<file path="config.mk">
export PLATFORM = sky130hd
export DESIGN_NAME = moore_detect_sched
export DESIGN_NICKNAME = d
export VERILOG_FILES = /design/src/rtl/moore_pkg.sv /design/src/rtl/moore_detect_sched_rr_sel.sv /design/src/rtl/moore_detect_sched.sv
export SDC_FILE = /design/constraint.sdc
export NUM_CORES = 1
export LEC_CHECK = 0
export CORE_ASPECT_RATIO = 1.75
export CORE_MARGIN = 4
export CORE_UTILIZATION = 55
export CTS_CLUSTER_SIZE = 20
export DETAILED_ROUTE_END_ITERATION = 10
export MAX_ROUTING_LAYER = met4
export PLACE_DENSITY = 0.85
export SKIP_CTS_REPAIR_TIMING = 1
export SYNTH_ARGS = -nofsm -noshare
export SYNTH_HDL_FRONTEND = slang
export SYNTH_HIERARCHICAL = 1
export SYNTH_SLANG_ARGS = --single-unit
</file>
<file path="constraint.sdc">
create_clock -name clk -period 6.4 [get_ports clk]
set_input_delay 1.6 -clock clk [delete_from_list [all_inputs] [get_ports clk]]
set_output_delay 1.6 -clock clk [all_outputs]
set_load 0.1 [all_outputs]
</file>
<file path="src/rtl/moore_pkg.sv">
// Shared Moore detector encoding, next-state function and match decode.
// Latency: none, pure constants and combinational functions.
// Backpressure: not applicable.
package moore_pkg;

    localparam int STATE_W = 3;

    localparam logic [STATE_W-1:0] ST_A = 3'd0;
    localparam logic [STATE_W-1:0] ST_B = 3'd1;
    localparam logic [STATE_W-1:0] ST_C = 3'd2;
    localparam logic [STATE_W-1:0] ST_D = 3'd3;
    localparam logic [STATE_W-1:0] ST_E = 3'd4;

    function automatic logic is_match(input logic [STATE_W-1:0] state);
        return (state == ST_C) || (state == ST_E);
    endfunction

    // Illegal codes 5-7 fall back to A so a corrupted context self-recovers.
    function automatic logic [STATE_W-1:0] moore_next(input logic [STATE_W-1:0] state,
                                                      input logic b);
        case (state)
            ST_A:    return b ? ST_B : ST_D;
            ST_B:    return b ? ST_C : ST_D;
            ST_C:    return b ? ST_E : ST_C;
            ST_D:    return b ? ST_E : ST_D;
            ST_E:    return ST_E;
            default: return ST_A;
        endcase
    endfunction

endpackage

</file>
<file path="src/rtl/moore_detect_sched_rr_sel.sv">
// Round-robin channel pick with a burst quantum for the current owner.
// Latency: combinational, same cycle.
// Backpressure: ineligible channels are simply skipped; no state held here.
module rr_sel #(
    parameter int NCH     = 4,
    parameter int QUANTUM = 4
) (
    input  logic [NCH-1:0]               eligible,
    input  logic [$clog2(NCH)-1:0]       cur,
    input  logic [$clog2(QUANTUM+1)-1:0] cnt,
    output logic [$clog2(NCH)-1:0]       sel,
    output logic                         sel_valid,
    output logic                         hold
);

    localparam int CW = $clog2(NCH);

    int idx;

    always_comb begin
        hold      = eligible[cur] && (int'(cnt) < QUANTUM);
        sel       = cur;
        sel_valid = hold;
        idx       = 0;
        // Scan starts just after the owner, so the owner itself is tried last.
        if (!hold) begin
            for (int k = 1; k <= NCH; k++) begin
                idx = (int'(cur) + k) % NCH;
                if (!sel_valid && eligible[idx]) begin
                    sel       = CW'(idx);
                    sel_valid = 1'b1;
                end
            end
        end
    end

endmodule

</file>
<file path="src/rtl/moore_detect_sched.sv">
// Time-shares one Moore detector next-state function across NCH serial bit streams.
// Latency: bit accepted in cycle t is reported on the output registers in cycle t+1.
// Backpressure: req_ready grants at most one eligible channel per cycle; a cleared channel is never granted.
module moore_detect_sched
    import moore_pkg::*;
#(
    parameter int NCH     = 4,
    parameter int QUANTUM = 4
) (
    input  logic                     clk,
    input  logic                     reset_n,
    input  logic [NCH-1:0]           req_valid,
    input  logic [NCH-1:0]           req_bit,
    output logic [NCH-1:0]           req_ready,
    input  logic [NCH-1:0]           clr,
    output logic                     out_valid,
    output logic [$clog2(NCH)-1:0]   out_ch,
    output logic [STATE_W-1:0]       out_state,
    output logic                     out_match,
    output logic [NCH-1:0]           match
);

    localparam int CW = $clog2(NCH);
    localparam int NW = $clog2(QUANTUM+1);

    logic [STATE_W-1:0] ctx [NCH];
    logic [CW-1:0]      cur;
    logic [CW-1:0]      sel;
    logic [NW-1:0]      cnt;
    logic               sel_valid;
    logic               hold;
    logic [NCH-1:0]     eligible;
    logic [STATE_W-1:0] nxt;

    // Reset gates eligibility so no handshake can complete while reset is held.
    assign eligible = req_valid & ~clr & {NCH{reset_n}};

    rr_sel #(
        .NCH     (NCH),
        .QUANTUM (QUANTUM)
    ) u_rr_sel (
        .eligible  (eligible),
        .cur       (cur),
        .cnt       (cnt),
        .sel       (sel),
        .sel_valid (sel_valid),
        .hold      (hold)
    );

    always_comb begin
        req_ready = '0;
        if (sel_valid) req_ready[sel] = 1'b1;
    end

    assign nxt = moore_next(ctx[sel], req_bit[sel]);

    always_comb begin
        match = '0;
        for (int i = 0; i < NCH; i++) match[i] = is_match(ctx[i]);
    end

    always_ff @(posedge clk or negedge reset_n) begin
        if (!reset_n) begin
            for (int i = 0; i < NCH; i++) ctx[i] <= ST_A;
            cur       <= '0;
            cnt       <= '0;
            out_valid <= 1'b0;
            out_ch    <= '0;
            out_state <= ST_A;
            out_match <= 1'b0;
        end else begin
            for (int i = 0; i < NCH; i++) begin
                if (clr[i])                               ctx[i] <= ST_A;
                else if (sel_valid && (sel == CW'(i)))    ctx[i] <= nxt;
            end
            if (sel_valid) begin
                cur <= sel;
                cnt <= hold ? cnt + 1'b1 : NW'(1);
            end else begin
                cnt <= '0;
            end
            out_valid <= sel_valid;
            if (sel_valid) begin
                out_ch    <= sel;
                out_state <= nxt;
                out_match <= is_match(nxt);
            end
        end
    end

endmodule

</file>
Yosys cells after proc, flatten, opt, wreduce, memory -nomap -nowiden
Index checks and enable logic that the tools add are counted.
{ "word_totals": {"out_inout_bits": 15, "register_bits": 22} }
{ "op_classes": {"mux": 50, "bitwise": 8, "n_lt_le_gt_ge": 9, "add_sub_neg": 5, "n_eq_ne": 17, "n_reduce_logical": 29} }
{ "op_table": {"columns": ["op", "n"], "rows": [
  ["3-bit 2-to-1 mux", 14],
  ["3-bit by 2-bit == test with 1-bit output, second input constant", 7],
  ["1-bit 2-to-1 mux", 20],
  ["3-bit == test, second input constant", 6],
  ["3-bit by 4-bit less-than comparator with 1-bit output, second input constant", 4],
  ["3-bit case mux with 5 select lines", 1],
  ["1-bit binary-select mux with 2-bit select", 6],
  ["2-bit 2-to-1 mux", 6],
  ["1-bit logical AND", 10],
  ["4-bit bitwise AND", 2],
  ["2-bit nonzero test", 4],
  ["2-bit OR reduction", 4],
  ["3-bit binary-select mux with 2-bit select", 1],
  ["2-bit by 3-bit less-than comparator with 1-bit output, second input constant", 2],
  ["1-bit logical OR", 5],
  ["2-bit by 1-bit adder with 2-bit output, second input constant", 2],
  ["2-bit adder, second input constant", 2],
  ["1-bit bitwise AND, first input constant", 4],
  ["2-bit == test, second input constant", 2],
  ["1-bit logical NOT", 4],
  ["4-bit 2-to-1 mux", 1],
  ["4-bit NOT", 1],
  ["3-bit by 1-bit adder with 3-bit output, second input constant", 1],
  ["3-bit by 1-bit == test with 1-bit output, second input constant", 1],
  ["8 further kinds", 8]
]} }

Longest topological paths before layout
{ "depth": {"ltp_word": 30, "depth_mapped": 13, "depth_no_buf": 11} }

Hierarchy
Netlist, hierarchy kept.
{ "modules_own_cells": {"columns": ["mod", "area_per_inst_um2", "n_inst", "seq_area_each_um2", "cells_per_inst"], "rows": [
  ["moore_detect_sched", 1092.3, 1, 550.5, 92],
  ["rr_sel", 350.3, 1, 0.0, 48]
]} }

Least setup slack after synthesis
Ideal clock, no wire load.
{ "synth_path": {"path_kind": "input to output", "startpoint": "in reset_n", "endpoint": "out req_ready[2]", "required_time_ps": 4800, "setup_slack_ps": -346, "path_buffers": 2, "arrival_ps": 5146, "stages": 10, "path_cell_list": "nand2_1 > nor2_1 > buf_4 > a211o_1 > a211oi_1 > a21oi_1 > nand4_1 > o211a_1 > buf_2 > nor3b_1"} }
{ "synth_between": {"elab_chain_len": 25, "elab_cells_between_ends": 43, "classes_between": "order compare (2); mux (30); bitwise (1); reduce/logical (10)"} }
{ "synth_rtl": {"columns": ["element", "line_no", "source"], "rows": [
  ["start, declared", "moore_detect_sched.sv:11", "input logic reset_n,"],
  ["4-bit bitwise AND *", "moore_detect_sched.sv:36", "assign eligible = req_valid & ~clr & {NCH{reset_n}};"],
  ["named net eligible[2]", "moore_detect_sched.sv:32", "logic [NCH-1:0] eligible;"],
  ["1-bit binary-select mux with 2-bit select", "moore_detect_sched_rr_sel.sv:21", "hold = eligible[cur] && (int'(cnt) < QUANTUM);"],
  ["1-bit 2-to-1 mux (not written as such)", "moore_detect_sched_rr_sel.sv:21", null],
  ["1-bit logical AND", "moore_detect_sched_rr_sel.sv:21", null],
  ["1-bit logical NOT", null, null],
  ["1-bit logical AND", "moore_detect_sched_rr_sel.sv:29", "if (!sel_valid && eligible[idx]) begin"],
  ["1-bit 2-to-1 mux", "moore_detect_sched_rr_sel.sv:29", null],
  ["[11 not listed]", null, null],
  ["2-bit 2-to-1 mux", "moore_detect_sched_rr_sel.sv:29", null],
  ["2-bit 2-to-1 mux *", "moore_detect_sched_rr_sel.sv:26", "if (!hold) begin"],
  ["named net sel[1]", "moore_detect_sched.sv:28", "logic [CW-1:0] sel;"],
  ["2-bit by 3-bit less-than comparator with 1-bit output (not written as such) / 2-bit by 1-bit >= comparator with 1-bit output (equally long branches)", "moore_detect_sched.sv:52", "if (sel_valid) req_ready[sel] = 1'b1;"],
  ["1-bit logical AND (not written as such)", "moore_detect_sched.sv:52", null],
  ["1-bit 2-to-1 mux (not written as such)", "moore_detect_sched.sv:52", null],
  ["1-bit demux with 2-bit select *", "moore_detect_sched.sv:52", null],
  ["4-bit 2-to-1 mux *", "moore_detect_sched.sv:52", null],
  ["end, declared", "moore_detect_sched.sv:14", "output logic [NCH-1:0] req_ready,"]
]} }
Mark *: on every way through the listed nets, which the timed path passes. The rest lies on a longest branch. The select of a mux whose other input is x is not followed.

Worst setup path in the final report
Ends and elaborated chain as after synthesis.

==> flow_summary.json <==
{
  "rsz0062_at_grt": "false",
  "num_antenna_cells": 0,
  "critical_path.endpoint_type": "output port",
  "synth_flop_cell": "dfrtp_1",
  "drv_cap": 0,
  "drc": 0,
  "hold_violations": 0,
  "regArea_um2": 551,
  "clk_pin_slew_worst_paths_ns": 0.08,
  "clk_path_buf_depth": 2,
  "routed_wl_mm": 3.90,
  "start_util": 0.579,
  "final_nets": 185,
  "ys_seq_elements": 22,
  "synthArstFlopShare": 1.00,
  "ir_drop_mv": 0.308,
  "tightest_slew_ns": 0.977,
  "crit_path_start_kind": "primary input",
  "die_w_um": 46.7,
  "clock-root-buffer": "clkbuf_8",
  "io_pins": 29,
  "layout-drive-gt1-share": 0.213,
  "grt_pass1_wl_mm": 6.44,
  "clock-skew-final_ns": 0.00469,
  "grt_usage": 0.263,
  "vias": 1226,
  "yosys.cell_types.count": 43,
  "period_needed_ns": 6.02,
  "layout_common_cells": "24 x clkdlybuf4s50_1, 22 x dfrtp_1, 16 x nor2_1",
  "critPathKind": "in2out",
  "clock_latency_ns": 0.27,
  "gp_congestion": 0.901,
  "period_share": 0.941,
  "yosysWarningCount": 6,
  "ant_nets": 0,
  "dr.pass1.iters": 4,
  "die-area_mm2": 0.00354,
  "area.growth.synth_to_final_pct": 28.8,
  "cts_tree": "built",
  "pwr-share-comb": 0.604,
  "max_freq_ghz": 0.166,
  "p_per_area_mw_per_mm2": 463,
  "slew_violations": 0,
  "syn_nets": 155,
  "outcome": "complete, no violations",
  "whs_ns": 0.466,
  "max_slew_margin": 0.347,
  "layout_commonest_cell": "clkdlybuf4s50_1",
  "dp_hpwl_mm": 2.94,
  "p_leak_nw": 0.809,
  "die_h_um": 75.8,
  "avgSynthCellArea_um2": 10.3,
  "setup_viol": 0,
  "power_uw": 860,
  "p_int_uw": 426,
  "portBuffers": 28,
  "p_switching_uw": 434,
  "seq_power_share": 0.246,
  "place_area_mm2": 0.00179,
  "drt-initial-drc-count": 47,
  "netlist.area_leader.share": 0.382,
  "syn_inst": 140,
  "syn_area_mm2": 0.00144,
  "cts.sinks": 22,
  "h-tree-depth": 1,
  "wl_per_cell_um": 20.0,
  "core_mm2": 0.00249,
  "synth_top_area_cell": "dfrtp_1",
  "viasPerCell": 6.29,
  "cp_max_fo": 11,
  "cts_buffers": 3,
  "swShare": 0.505,
  "synth.area.top_cells": "dfrtp_1 38%, a22o_1 7.3%, mux4_2 6.2%, mux2_2 4.7%, nor2_1 4.2%",
  "critPathRequiredTime_ns": 4.80,
  "antenna_found_initial": 0,
  "fillers": 180,
  "fin_area_mm2": 0.00186,
  "overflow": 0,
  "clockPowerShare": 0.150,
  "yosysSeqAreaShare": 0.382,
  "rows": 24,
  "grt_max_degree": 17,
  "final.setup.tns_ns": 0,
  "cp_data_arrival_time_ns": 4.42,
  "multi_input_area_um2": 820,
  "hp-class": "reg2reg",
  "synth_edf_count": 0,
  "grt_pass1_vias": 1311
}
worst paths after layout:
check	slack [ns]	endpoint	startpoint	cells past startpoint
worst max-delay path	0.38	req_ready[2]	reset_n	12
worst min-delay path	0.47	cnt[0]$_DFF_PN0_	cnt[0]$_DFF_PN0_	1
worst max register to register	3.06	out_state[2]$_DFFE_PN0P_	cur[1]$_DFFE_PN0P_	9
worst min register to register	0.47	cnt[0]$_DFF_PN0_	cnt[0]$_DFF_PN0_	1
max in group asynchronous	4.37	ctx[2]$_DFFE_PN0P_	reset_n	2
min in group asynchronous	1.57	ctx[5]$_DFFE_PN0P_	reset_n	1
layer usage:
| metal | vias to the layer above | global-route usage | routed length, um |
|---|---|---|---|
| met3 | 13 | 0.0355 | 137 |
| li1 | 572 | - | - |
| met1 | 599 | 0.289 | 1370 |
| met5 | - | - | 0 |
| met2 | 42 | 0.472 | 2280 |
| met4 | 0 | 0.0892 | 109 |
per-stage QoR:
| stage | std cells | setup WS (ns) | util |
|---|---|---|---|
| after floorplan | 140 | 0.689 | - |
| after global placement | 191 | 0.446 | 0.717 |
| after detailed placement | 191 | 0.391 | 0.717 |
| after CTS | 195 | 0.362 | 0.745 |
| after global routing | 195 | 0.193 | 0.745 |
| final | 195 | 0.375 | 0.745 |
logic make-up (layout without fill, tap and decap cells):
group,after synthesis,after routing,share of synthesized area
and+or+nand+nor,47,47,0.167
muxes,15,15,0.159
adders and majority gates,1,1,0.00867
DFF,22,22,0.382
xor gates and xnor gates,5,5,0.0304
buffers and inverters,13,42,0.0572
AOI/OAI and AO/OA,37,37,0.197
cell usage after synthesis (all sizes together), types with 2 or more instances:
library cell / number
dfrtp: 22
nor2: 17
a22o: 12
buf: 10
nand2: 8
a21oi: 7
mux2: 7
nand2b: 5
o21ai: 5
mux2i: 4
mux4: 4
xnor2: 4
a211oi: 3
and3: 3
inv: 3
nor2b: 3
nor3: 3
o22ai: 3
a211o: 2
nor3b: 2
sequential cells by signal, indices dropped and copies added, names as in the netlist:
name,flops
cnt,3
ctx,12
out_state,3
out_match,1
out_valid,1
cur,2
power by group through the flow:
| stage | registers, mW | clock network (mW) | logic [mW] |
|---|---|---|---|
| after global routing | 0.218 | 0.137 | 0.544 |
| after floorplan | 0.313 | 0 | 0.302 |
| after global placement | 0.213 | 0 | 0.511 |
| after detailed placement | 0.214 | 0 | 0.516 |
| after CTS | 0.213 | 0.130 | 0.520 |
| final | 0.212 | 0.129 | 0.519 |
area by class of cell:
type,count,area share
clock buffers,3,0.0222
clock inverters,1,0.0162
inverters,3,0.00606
multi-input cells,105,0.441
flip-flops and latches,22,0.296
well taps,26,0.0175
repair buffers,35,0.201
critical path, stage by stage:
cell             delay [ns]
clkdlybuf4s50_1        0.62
buf_4                  0.20
nand2_1                0.05
nor2_1                 0.14
buf_4                  0.19
nand2_1                0.06
o21ai_0                0.30
nand2b_1               0.13
nand4_1                0.11
o211a_1                0.40
nor3b_2                0.39
buf_12                 0.22
No activity file was read; power rests on OpenSTA's default activity.
